`src/rtl/cavlc_pkg.sv`:
```
// Shared types and constants for the CAVLC coefficient scan front end.
package cavlc_pkg;
    localparam int BLK_N  = 16;
    localparam int T1_MAX = 3;

    typedef enum logic [2:0] {
        IDLE,
        CLEAR,
        SCAN,
        DRAIN,
        DONE
    } state_t;

    typedef logic signed [7:0] coef_t;
endpackage

```
`src/rtl/cavlc_t1_tracker.sv`:
```
// Trailing-ones tracker: counts the leading run of +/-1 seen in reverse scan order.
module cavlc_t1_tracker #(
    parameter int COEF_W = 8
) (
    input  logic                     clk,
    input  logic                     rst,
    input  logic                     clr,
    input  logic                     valid,
    input  logic signed [COEF_W-1:0] coef,
    output logic [1:0]               t1_cnt,
    output logic                     t1_stop,
    output logic                     is_t1
);
    import cavlc_pkg::*;

    localparam logic signed [COEF_W-1:0] POS_ONE = COEF_W'(1);
    localparam logic signed [COEF_W-1:0] NEG_ONE = '1;

    logic [1:0] cnt_reg;
    logic       stop_reg;
    logic       coef_pm1;

    assign coef_pm1 = (coef == POS_ONE) || (coef == NEG_ONE);
    assign t1_cnt   = cnt_reg;
    // The run ends either on a non-unit level or once three ones are held.
    assign t1_stop  = stop_reg | (cnt_reg == 2'(T1_MAX));
    assign is_t1    = valid & coef_pm1 & ~t1_stop;

    always_ff @(posedge clk) begin
        if (rst || clr) begin
            cnt_reg  <= '0;
            stop_reg <= 1'b0;
        end else if (valid && coef != '0) begin
            if (is_t1) begin
                cnt_reg <= cnt_reg + 2'd1;
            end else begin
                stop_reg <= 1'b1;
            end
        end
    end
endmodule

```
`src/rtl/cavlc_scan_ctrl.sv`:
```
// Reverse-zigzag scan sequencer: reads a 4x4 block, classifies coefficients,
// feeds the level list and hands TotalCoeff/TrailingOnes/TotalZeros downstream.
module cavlc_scan_ctrl #(
    parameter int COEF_W = 8,
    parameter int BLK_N  = 16
) (
    input  logic                     clk,
    input  logic                     rst,
    input  logic                     blk_valid_i,
    output logic                     blk_ready_o,
    output logic                     coef_rd_o,
    output logic [3:0]               coef_addr_o,
    input  logic signed [COEF_W-1:0] coef_i,
    output logic                     lvl_clr_o,
    output logic                     lvl_we_o,
    output logic signed [COEF_W-1:0] lvl_coef_o,
    output logic [1:0]               t1_cnt_o,
    output logic                     t1_stop_o,
    output logic                     sum_valid_o,
    input  logic                     sum_ready_i,
    output logic [4:0]               total_coeff_o,
    output logic [1:0]               trailing_ones_o,
    output logic [3:0]               total_zeros_o
);
    import cavlc_pkg::*;

    localparam logic [3:0] LAST_IDX = 4'(BLK_N - 1);

    state_t     state_reg, state_next;
    logic [3:0] scan_cnt_reg;
    logic       rd_valid_reg;
    logic       seen_reg;
    logic [4:0] total_coeff_reg;
    logic [3:0] total_zeros_reg;

    logic       clr;
    logic       coef_nz;
    logic       lvl_we;
    logic       is_t1;
    logic       t1_stop;
    logic [1:0] t1_cnt;

    assign clr     = (state_reg == CLEAR);
    assign coef_nz = (coef_i != '0);
    // rd_valid_reg marks the cycle where coef_i carries the previous read.
    assign lvl_we  = rd_valid_reg & coef_nz & ~is_t1;

    cavlc_t1_tracker #(.COEF_W(COEF_W)) t1_tracker (
        .clk     (clk),
        .rst     (rst),
        .clr     (clr),
        .valid   (rd_valid_reg),
        .coef    (coef_i),
        .t1_cnt  (t1_cnt),
        .t1_stop (t1_stop),
        .is_t1   (is_t1)
    );

    always_comb begin
        state_next      = state_reg;
        blk_ready_o     = 1'b0;
        coef_rd_o       = 1'b0;
        coef_addr_o     = '0;
        lvl_clr_o       = 1'b0;
        lvl_we_o        = 1'b0;
        lvl_coef_o      = '0;
        t1_cnt_o        = '0;
        t1_stop_o       = 1'b0;
        sum_valid_o     = 1'b0;
        total_coeff_o   = '0;
        trailing_ones_o = '0;
        total_zeros_o   = '0;
        case (state_reg)
            IDLE:    if (blk_valid_i) state_next = CLEAR;
            CLEAR:   state_next = SCAN;
            SCAN:    if (scan_cnt_reg == LAST_IDX) state_next = DRAIN;
            DRAIN:   state_next = DONE;
            DONE:    if (sum_ready_i) state_next = IDLE;
            default: state_next = IDLE;
        endcase
        // Outputs are forced low for the whole reset cycle.
        if (!rst) begin
            blk_ready_o     = (state_reg == IDLE);
            coef_rd_o       = (state_reg == SCAN);
            coef_addr_o     = (state_reg == SCAN) ? (LAST_IDX - scan_cnt_reg) : 4'd0;
            lvl_clr_o       = clr;
            lvl_we_o        = lvl_we;
            lvl_coef_o      = lvl_we ? coef_i : '0;
            t1_cnt_o        = t1_cnt;
            t1_stop_o       = t1_stop;
            sum_valid_o     = (state_reg == DONE);
            total_coeff_o   = total_coeff_reg;
            trailing_ones_o = t1_cnt;
            total_zeros_o   = total_zeros_reg;
        end
    end

    always_ff @(posedge clk) begin
        if (rst) begin
            state_reg       <= IDLE;
            scan_cnt_reg    <= '0;
            rd_valid_reg    <= 1'b0;
            seen_reg        <= 1'b0;
            total_coeff_reg <= '0;
            total_zeros_reg <= '0;
        end else begin
            state_reg    <= state_next;
            rd_valid_reg <= (state_reg == SCAN);
            if (state_reg == CLEAR) begin
                scan_cnt_reg    <= '0;
                seen_reg        <= 1'b0;
                total_coeff_reg <= '0;
                total_zeros_reg <= '0;
            end else begin
                if (state_reg == SCAN) scan_cnt_reg <= scan_cnt_reg + 4'd1;
                // Zeros only count once the highest-frequency nonzero has been passed.
                if (rd_valid_reg) begin
                    if (coef_nz) begin
                        total_coeff_reg <= total_coeff_reg + 5'd1;
                        seen_reg        <= 1'b1;
                    end else if (seen_reg) begin
                        total_zeros_reg <= total_zeros_reg + 4'd1;
                    end
                end
            end
        end
    end
endmodule

```
`config.mk`:
```
export PLATFORM = sky130hd
export DESIGN_NAME = cavlc_scan_ctrl
export DESIGN_NICKNAME = d
export VERILOG_FILES = /design/src/rtl/cavlc_pkg.sv /design/src/rtl/cavlc_t1_tracker.sv /design/src/rtl/cavlc_scan_ctrl.sv
export SDC_FILE = /design/constraint.sdc
export NUM_CORES = 1
export LEC_CHECK = 0
export CAP_MARGIN = 25
export CORE_ASPECT_RATIO = 1.2
export CORE_MARGIN = 2
export CORE_UTILIZATION = 48
export DETAILED_ROUTE_END_ITERATION = 7
export GPL_TIMING_DRIVEN = 0
export PLACE_DENSITY = 0.95
export SLEW_MARGIN = 0
export SYNTH_ARGS = -nofsm -noshare
export SYNTH_HDL_FRONTEND = slang
export SYNTH_HIERARCHICAL = 1
export SYNTH_SLANG_ARGS = --single-unit
```
`constraint.sdc`:
```
create_clock -name clk -period 3 [get_ports clk]
set_clock_uncertainty 0.05 [all_clocks]
set_input_delay 0.6 -clock clk [delete_from_list [all_inputs] [get_ports clk]]
set_output_delay 0.6 -clock clk [all_outputs]
set_load 0.02 [all_outputs]
```
; ---- After elaboration in Yosys (flattened, before gate mapping)
; Index checks and enable logic that the tools add are counted.
; W data, S select, Z words.
[op_classes]
n_eq_ne = 11
mux = 17
addsub = 5
bitwise_logic = 8
reduce_logical = 11
[op_table]
columns = cell, count
row1 = $mux W8, 2
row2 = $pmux W3 S5, 1
row3 = $mux W4, 3
row4 = $mux W3, 3
row5 = $add A4 B1 Y4 const B, 2
row6 = $eq A8 B1 Y1 const B, 1
row7 = $eq A8 B2 Y1 const B, 1
row8 = $reduce_bool A8 Y1, 1
row9 = $eq A3 B2 Y1 const B, 2
row10 = $mux W1, 6
row11 = $ne A2 B2 Y1 const B, 3
row12 = $reduce_and A2 Y1, 3
row13 = $reduce_and A3 Y1, 2
row14 = $add A5 B1 Y5 const B, 1
row15 = $mux W5, 1
row16 = $and A1 B1 Y1, 4
row17 = $eq A4 B4 Y1 const B, 1
row18 = $sub A4 B4 Y4 const A, 1
row19 = $eq A3 B1 Y1 const B, 1
row20 = $eq A3 B3 Y1 const B, 1
row21 = $logic_not A3 Y1, 1
row22 = $not A1 Y1, 3
row23 = $add A2 B1 Y2 const B, 1
row24 = $eq A2 B2 Y1 const B, 1
row25 = 5 further kinds, 6
[totals]
reg_bits = 21
out_inout_bits = 31
inputBits = 12
wordCells = 60

; ---- Logic depth before layout (Yosys ltp)
[logic_depth]
ltp_word = 8
mapped_depth = 5

; ---- By module
; Netlist, hierarchy kept.
[by_module_without_submodules]
columns = module, area_each_um2, cells_each, seq_area_each_um2, instances
row1 = cavlc_scan_ctrl, 1068.5, 128, 360.3, 1
row2 = cavlc_t1_tracker, 191.4, 22, 60.1, 1

; ---- Least setup slack after synthesis
; No wires, ideal clock.
[synth_timing]
path_type = input to output
startpoint = input coef_i[7]
endpoint = output lvl_we_o
path_slack_ps = 356
cell_stages = 5
required_ps = 2350
arrival_time_ps = 1994
path_cell_list = and4_1 nand4_1 a211oi_4 nor3b_1 a21boi_0
[synth_via]
elab_chain_len = 7
[synth_rtl]
columns = element, line_no
row1 = from (decl), cavlc_scan_ctrl.sv:13  ; input logic signed [COEF_W-1:0] coef_i,
row2 = $eq A8 B2 Y1 or $eq A8 B1 Y1 (tied branches), cavlc_t1_tracker.sv:23  ; assign coef_pm1 = (coef == POS_ONE) || (coef == NEG_ONE);
row3 = $logic_or A1 B1 Y1 *, cavlc_t1_tracker.sv:23
row4 = $and A1 B1 Y1 * (2 in a row), cavlc_t1_tracker.sv:27  ; assign is_t1 = valid & coef_pm1 & ~t1_stop;
row5 = named net is_t1, cavlc_scan_ctrl.sv:39  ; logic is_t1;
row6 = $not A1 Y1 (no line) *, n/a
row7 = $and A1 B1 Y1 *, cavlc_scan_ctrl.sv:46  ; assign lvl_we = rd_valid_reg & coef_nz & ~is_t1;
row8 = $mux W1 *, cavlc_scan_ctrl.sv:82  ; if (!rst) begin
row9 = to (decl), cavlc_scan_ctrl.sv:15  ; output logic lvl_we_o,
; The timed path passes the listed nets; every way through them passes the cells marked *.

; ---- Worst setup path in the final report
[layout_timing]
startpoint = input rst
endpoint = output coef_addr_o[3]
[layout_via]
elab_chain_len = 1
[layout_rtl]
columns = element, line_no
row1 = from (decl), cavlc_scan_ctrl.sv:8  ; input logic rst,
row2 = $mux W4, cavlc_scan_ctrl.sv:82
row3 = to (decl), cavlc_scan_ctrl.sv:12  ; output logic [3:0] coef_addr_o,
; Every way passes these cells.

==> out/metrics.cfg <==
[status]
run_status = finished, final reports clean

[critical_path]
critical_path_required_ns = 2.35
arrival_ns = 2.29
start_kind = primary input
end_kind = output port
worst-path-max-fanout = 10
path_class = primary input to output port

[grt]
track_usage_pct = 22.16
antenna_found_initial = 0
grt_pass1_wl_um = 5133
grt_max_degree = 13
grt_pass1_vias = 1226
grt-ovfl-total = 0

[floorplanning]
dieArea_um2 = 3053
initial_core_util_pct = 49.85
chipHeight_um = 60.13
row_count = 20
io_pins = 43
core_um2 = 2527
die_width_um = 50.77

[synth]
yosysTopAreaCellShare_pct = 33.37
async_flop_share_pct = 0
synth.avg_cell_area_um2 = 8.400
synth_nets = 166
yosys.area.top_type = dfxtp_1
synth-seq-area-share_pct = 33.37
ys_top_cells_by_area = dfxtp_1, nor2_1, nor2b_1
ys.flop_type = dfxtp_1
ys_warn_count = 6
synth_edf_count = 0
synth_cells = 150
synth_common_cells = nor2_1, dfxtp_1, nor2b_1, and2_1
ys_ff_latch = 21
yosysMostFrequentCell = nor2_1
netlist_area_um2 = 1260
synth.distinct_cells = 39

[timing]
period_share_pct = 97.85
slew_violations = 0
max_clock_freq_mhz = 340.6
fin_ws_ns = 0.06436
min_period_ns = 2.936
setup_viol = 0
relSlewSlack_pct = 67.20
tightest_slew_ns = 0.4883
hold_viol = 0
rsz0062_at_grt = true

[clock_tree]
clock-sinks = 21
clock_latency_ns = 0.31
cts_buffers = 3
clockBufferDepth = 2
root_buffer = clkbuf_4
cts.htree.levels = 1
cts_tree = yes
path_clk_slew_ns = 0.12

[power_and_ir_drop]
power_uw = 545.8
cellPowerDensity_nw_per_um2 = 309.8
power.internal_uw = 383.9
combPwrFrac_pct = 20.4
leakage_nw = 0.6978
pwr-share-clk_pct = 25.4
vdd_ir_drop_max_uv = 302.3
power_switching_uw = 162.0
seq_power_share_pct = 54.2
netSwitchingFraction_pct = 29.67

[finish]
diodes = 0
largest_register_ffs = 5
area_growth_pct = 39.82
drive_gt1_share_pct = 11.56
stdcell_count = 232
nNetsFinal = 216

[placed_design]
dpl.hpwl_um = 2440
numPortBuffers = 42
dpl.cell_count = 225
gp_congestion = 0.7842
place_ws_ns = -0.8673

[detailed_routing]
final_antenna_net_count = 0
drc = 0
drt_wl_total_um = 3193
via_per_inst = 5.414
drtIter0Drc = 11
wl_per_cell_um = 13.76
vias = 1256
dr.pass1.iters = 4

[hold_path]
hp-class = flip-flop to flip-flop

[job]
drv_cap = 0

## critical path: stages
cell	delay [ns]
dlygate4sd2_1	0.36
or4b_4	0.58
nor2_1	0.12
clkdlybuf4s50_1	0.62
## what timing repair did
action | 4_1_cts | 5_1_grt
endpoints found under the setup margin | 16 | 9
gates resized for setup | 24 | 8
gates cloned | 0 | 1
buffers inserted | 1 | 1
hold buffers | 0 | 0
pin swaps | 3 | 4
## power groups by stage
stage          logic (mW)  clock network (mW)  registers, mW
2_1_floorplan      0.0630                   0          0.299
3_3_place_gp        0.110                   0          0.300
3_5_place_dp        0.114                   0          0.301
4_1_cts             0.111               0.140          0.295
5_1_grt             0.121               0.153          0.297
6_report            0.111               0.139          0.296
## through the flow
stage	hold slack [ns]	util [%]	TNS, ns	cell area [µm²]
final	0.4607	69.70	0	1762
after global routing	0.4702	69.70	-0.01417	1762
after CTS	0.4512	69.51	0	1757
after detailed placement	0.4261	68.12	-7.417	1722
after global placement	0.3941	68.12	-5.921	1722
after floorplan	0.3817	-	0	1260
## metal layers
layer | share of wire (%) | global-route usage [%]
met1 | 37 | 22.15
met2 | 56 | 42.29
met3 | 5.3 | 5.500
met4 | 1.3 | 11.20
met5 | 0 | 0
## path summary, 6_finish.rpt
path / start / end / cells after the start / slack [ns]
worst min register to register: t1_tracker/t1_cnt[1] / t1_tracker/t1_cnt[1] / 2 / 0.46
worst max-delay path: rst / coef_addr_o[3] / 4 / 0.06
worst min-delay path: t1_tracker/t1_cnt[1] / t1_tracker/t1_cnt[1] / 2 / 0.46
worst max register to register: state_reg[0] / total_zeros_reg[0] / 4 / 1.36
## layout make-up
cell class                      count  area (µm²)
Inverter                            2       7.507
Multi-Input combinational cell    120       828.3
Clock buffer                        3       22.52
Sequential cell                    21       420.4
Fill cell                         206       765.7
Timing Repair Buffer               44       399.1
Tap cell                           33       41.29
Buffer                              8       37.54
Clock inverter                      1       5.005
## cell usage in the layout, fill, tap and decap left out, types with 2 or more instances in the layout
| cell type | instances |
|---|---|
| nand2b_1 | 2 |
| or3_1 | 2 |
| dfxtp_1 | 21 |
| xor2_1 | 2 |
| nor3_1 | 4 |
| ha_1 | 4 |
| dlygate4sd2_1 | 13 |
| clkdlybuf4s50_1 | 24 |
| nor2_1 | 22 |
| clkbuf_4 | 3 |
| nor2b_1 | 13 |
| a21boi_1 | 2 |
| and2_1 | 9 |
| xnor2_1 | 6 |
| or2_2 | 2 |
| nand2_1 | 8 |
| nor4_1 | 2 |
| buf_1 | 2 |
| o21ai_0 | 4 |
| nand4_1 | 5 |
| buf_4 | 4 |
| a21oi_1 | 8 |
| nor4_4 | 2 |
| clkbuf_1 | 4 |
| mux2i_1 | 5 |
| inv_1 | 2 |
| clkbuf_2 | 4 |
## kinds of logic after synthesis
family	synth area share, %
xor gates and xnor gates	5.561
DFF	33.37
buffers and inverters	3.575
and+or+nand+nor	38.33
AOI/OAI and AO/OA	11.22
adders and majority gates	3.972
muxes	3.972
No activity file was read; power rests on OpenSTA's default activity.
==> patch 1 (same flow settings) <==
`COEF_W` is set to 8 in 2 places; all go to 10.
--- a/src/rtl/cavlc_t1_tracker.sv
+++ b/src/rtl/cavlc_t1_tracker.sv
@@ -1,6 +1,6 @@
 // Trailing-ones tracker: counts the leading run of +/-1 seen in reverse scan order.
 module cavlc_t1_tracker #(
-    parameter int COEF_W = 8
+    parameter int COEF_W = 10
 ) (
     input  logic                     clk,
     input  logic                     rst,
--- a/src/rtl/cavlc_scan_ctrl.sv
+++ b/src/rtl/cavlc_scan_ctrl.sv
@@ -1,7 +1,7 @@
 // Reverse-zigzag scan sequencer: reads a 4x4 block, classifies coefficients,
 // feeds the level list and hands TotalCoeff/TrailingOnes/TotalZeros downstream.
 module cavlc_scan_ctrl #(
-    parameter int COEF_W = 8,
+    parameter int COEF_W = 10,
     parameter int BLK_N  = 16
 ) (
     input  logic                     clk,
Ports: changed (resized coef_i and lvl_coef_o); port bits go from 43 to 47. No check against the original RTL was run, so the function may have changed too.
==> patch 1 against the original RTL <==
- sequential cell count is the same
- fmax is 0.61% lower
- die area up 4.0%
- synthesized cell count grew 11%
- power rose by 1.2%
- non-clock buffer count increased by 11
- hold slack worse by 0.043 ns
- combinational power increased by 13%
- critical path depth grew 4
- final area grew 7.7%
- wire length rose by 7.2%
- area after synthesis increased by 4.3%
- setup slack worse by 0.018 ns
- largest cell class unchanged
- count of clock-buffer cells in the layout up 1
==> patch 1: results <==
run_status:
  status: "complete, no violations"
global_route:
  grt_pass1_vias: 1236
  grt_pass1_wl_microns: 5230
  track_usage: 0.218
pwr:
  p_leak_nw: 0.829
clocking:
  ctsResizeCount: 56
  insertion_delay_ns: 0.29
routing:
  drt_iter0_drc: 42
  wl_met2_microns: 1710
  post_drt_wl_per_cell_microns: 13.3
  met3_length_microns: 170
final_layout:
  multi_input_gates: 132
  inverters_excl_clock: 4
synthesis:
  syn_area_per_cell_sq_um: 7.91
  synthXorXnorAreaFrac: 0.0267
  yosysSeqAreaShare: 0.320
  synthDistinctLibCells: 43
  synthTopCellsByCount: "21 x dfxtp_1, 18 x nor2_1, 14 x nor2b_1, 10 x and2_1, 9 x nand2_1"
worst_setup_path:
  r2r_end: "total_zeros_reg[2]$_SDFFE_PP0P_"
  max_stage_delay_ns: 0.31
  crit_path_end: "lvl_coef_o[5]"
  reg2reg_depth: 5
hold_path:
  worstHoldEndpoint: "seen_reg$_SDFFE_PP0P_"
place:
  dpl.cell_count: 245
  dp_worst_setup_slack_ns: -0.842
patch 1: cell types whose count changed after synthesis, moves of 2 or more:
| cell | change |
|---|---|
| or4_1 | +4 |
| nor3_1 | +2 |
| xnor2_1 | -4 |
| nor4_4 | -2 |
| nand3_1 | +4 |
| o211ai_1 | +4 |
| inv_1 | +2 |
| o21ai_0 | +4 |
| nor2_1 | -4 |
| mux2i_1 | -3 |
patch 1: per-stage QoR:
step | power (W) | setup TNS (ns)
floorplan | 0.000367 | 0
global placement | 0.000420 | -9.14
detailed placement | 0.000423 | -9.39
CTS | 0.000551 | -0.00843
global route | 0.000580 | -0.00622
finish | 0.000552 | 0
patch 1: tightest hold or removal path, delay by kind of cell (launching register included):
family | cells | cell delay (ns)
AOI/OAI and AO/OA | 1 | 0.05
DFF | 1 | 0.33
buffers and inverters | 1 | 0.05
patch 1: layer usage:
layer  vias to the layer above  GRT usage
met4                         0      0.135
met2                        63      0.374
met1                       659      0.263
li1                        708          -
met3                        10     0.0243
met5                         -          0
==> patch 2 (same settings) <==
Without the edit above. Encoding of `state_t`: now one-hot (5 bits for 5 states).
--- a/src/rtl/cavlc_pkg.sv
+++ b/src/rtl/cavlc_pkg.sv
@@ -3,12 +3,12 @@
     localparam int BLK_N  = 16;
     localparam int T1_MAX = 3;
 
-    typedef enum logic [2:0] {
-        IDLE,
-        CLEAR,
-        SCAN,
-        DRAIN,
-        DONE
+    typedef enum logic [4:0] {
+        IDLE  = 5'b00001,
+        CLEAR = 5'b00010,
+        SCAN  = 5'b00100,
+        DRAIN = 5'b01000,
+        DONE  = 5'b10000
     } state_t;
 
     typedef logic signed [7:0] coef_t;
Check against the original RTL: no difference found for any inputs over 10 cycles, from zero or initial values and one cycle with rst high; not proved beyond that.
==> patch 2 against the original RTL <==
- register-to-register slack worse by 0.32 ns
- power is 0.81% higher
- setup slack worse by 0.0043 ns
- hold slack lost 0.030 ns
- synthesized cell count grew 21%
- core utilization decreased by 2.8 points
- sequential share of layout area down 0.87 points
- wire length up 20%
- global-route usage increased by 1.0 points
- final area up 14%
- area after synthesis increased by 17%
- die area grew 16%
- sequential cell count rose by 2
==> patch 2: results <==
worst_setup_path:
  reg2reg_depth: 6
  cp-startpoint: "coef_i[6]"
  reg2reg_slack_ns: 1.04
  r2r_start: "state_reg[3]$_SDFFE_PP0P_"
  crit_path_end: "lvl_coef_o[1]"
  r2r_end: "total_coeff_reg[1]$_SDFFE_PP0P_"
  max_stage_delay_ns: 0.40
  slowest_stage: "a211oi_4"
  crit_family: "simple AND/OR/NAND/NOR gates"
  crit_fanout: 5
pwr:
  p_leak_nw: 0.815
  peakVddDrop_mv: 0.184
final_layout:
  drive_gt1_frac: 0.145
  final-seq-area_sq_um: 462
  fillCellCount: 256
  fin_nets: 245
clocking:
  ctsResizeCount: 35
global_route:
  track_usage: 0.232
  grt_max_degree: 14
  grt_pass1_vias: 1450
  grt_pass1_wl_microns: 6220
synthesis:
  yosys.area_share.adder: 0.0339
  syn_inst: 181
  ys_top_cells_by_area: "dfxtp_1 31%, mux2i_1 6.8%, o21ai_0 5.4%, nor2b_1 5.1%, and2_1 3.8%"
  synthXorXnorAreaFrac: 0.00594
  synth_fp_nets: 197
  synthMuxAreaShare: 0.0679
  synth_compound_area_frac: 0.176
  synthDistinctLibCells: 41
  synthTopCellsByCount: "23 x dfxtp_1, 16 x o21ai_0, 13 x nor2_1, 12 x nor2b_1"
place:
  placed_area_sq_mm: 0.00194
  dpl.cell_count: 259
  routabilityCongestion: 0.841
  dp_worst_setup_slack_ns: -0.711
  dp_hpwl_microns: 2710
sta:
  fmax_ghz: 0.340
  hold_slack_ns: 0.431
  slew_headroom: 0.586
routing:
  avgViaCountPerCell: 5.84
  finalWirelength_microns: 3820
  post_drt_wl_per_cell_microns: 14.5
  drt_iter0_drc: 57
hold_path:
  holdCritStartpoint: "t1_tracker/stop_reg$_SDFFE_PP0P_"
  worstHoldEndpoint: "t1_tracker/stop_reg$_SDFFE_PP0P_"
run_status:
  status: "complete, no violations"
[patch 2: area by class of cell]
| cell class | count | area share |
|---|---|---|
| Timing Repair Buffer | 43 | 0.203 |
| Tap cell | 36 | 0.0224 |
| Multi-Input combinational cell | 139 | 0.481 |
| Clock buffer | 4 | 0.0131 |
| Sequential cell | 23 | 0.230 |
| Inverter | 5 | 0.00935 |
| Buffer | 14 | 0.0411 |
[patch 2: metal layers]
| layer | track usage | up-vias | wire length (microns) |
|---|---|---|---|
| li1 | - | 753 | - |
| met1 | 0.269 | 734 | 1590 |
| met2 | 0.405 | 50 | 2010 |
| met3 | 0.0461 | 4 | 192 |
| met4 | 0.0781 | 0 | 25 |
| met5 | 0 | - | 0 |
[patch 2: report_power, final]
| group | internal [W] | total [W] | switching (W) |
|---|---|---|---|
| Sequential | 0.000309 | 0.000312 | 0.00000315 |
| Clock | 0.0000519 | 0.000147 | 0.0000948 |
| Combinational | 0.0000328 | 0.0000916 | 0.0000587 |
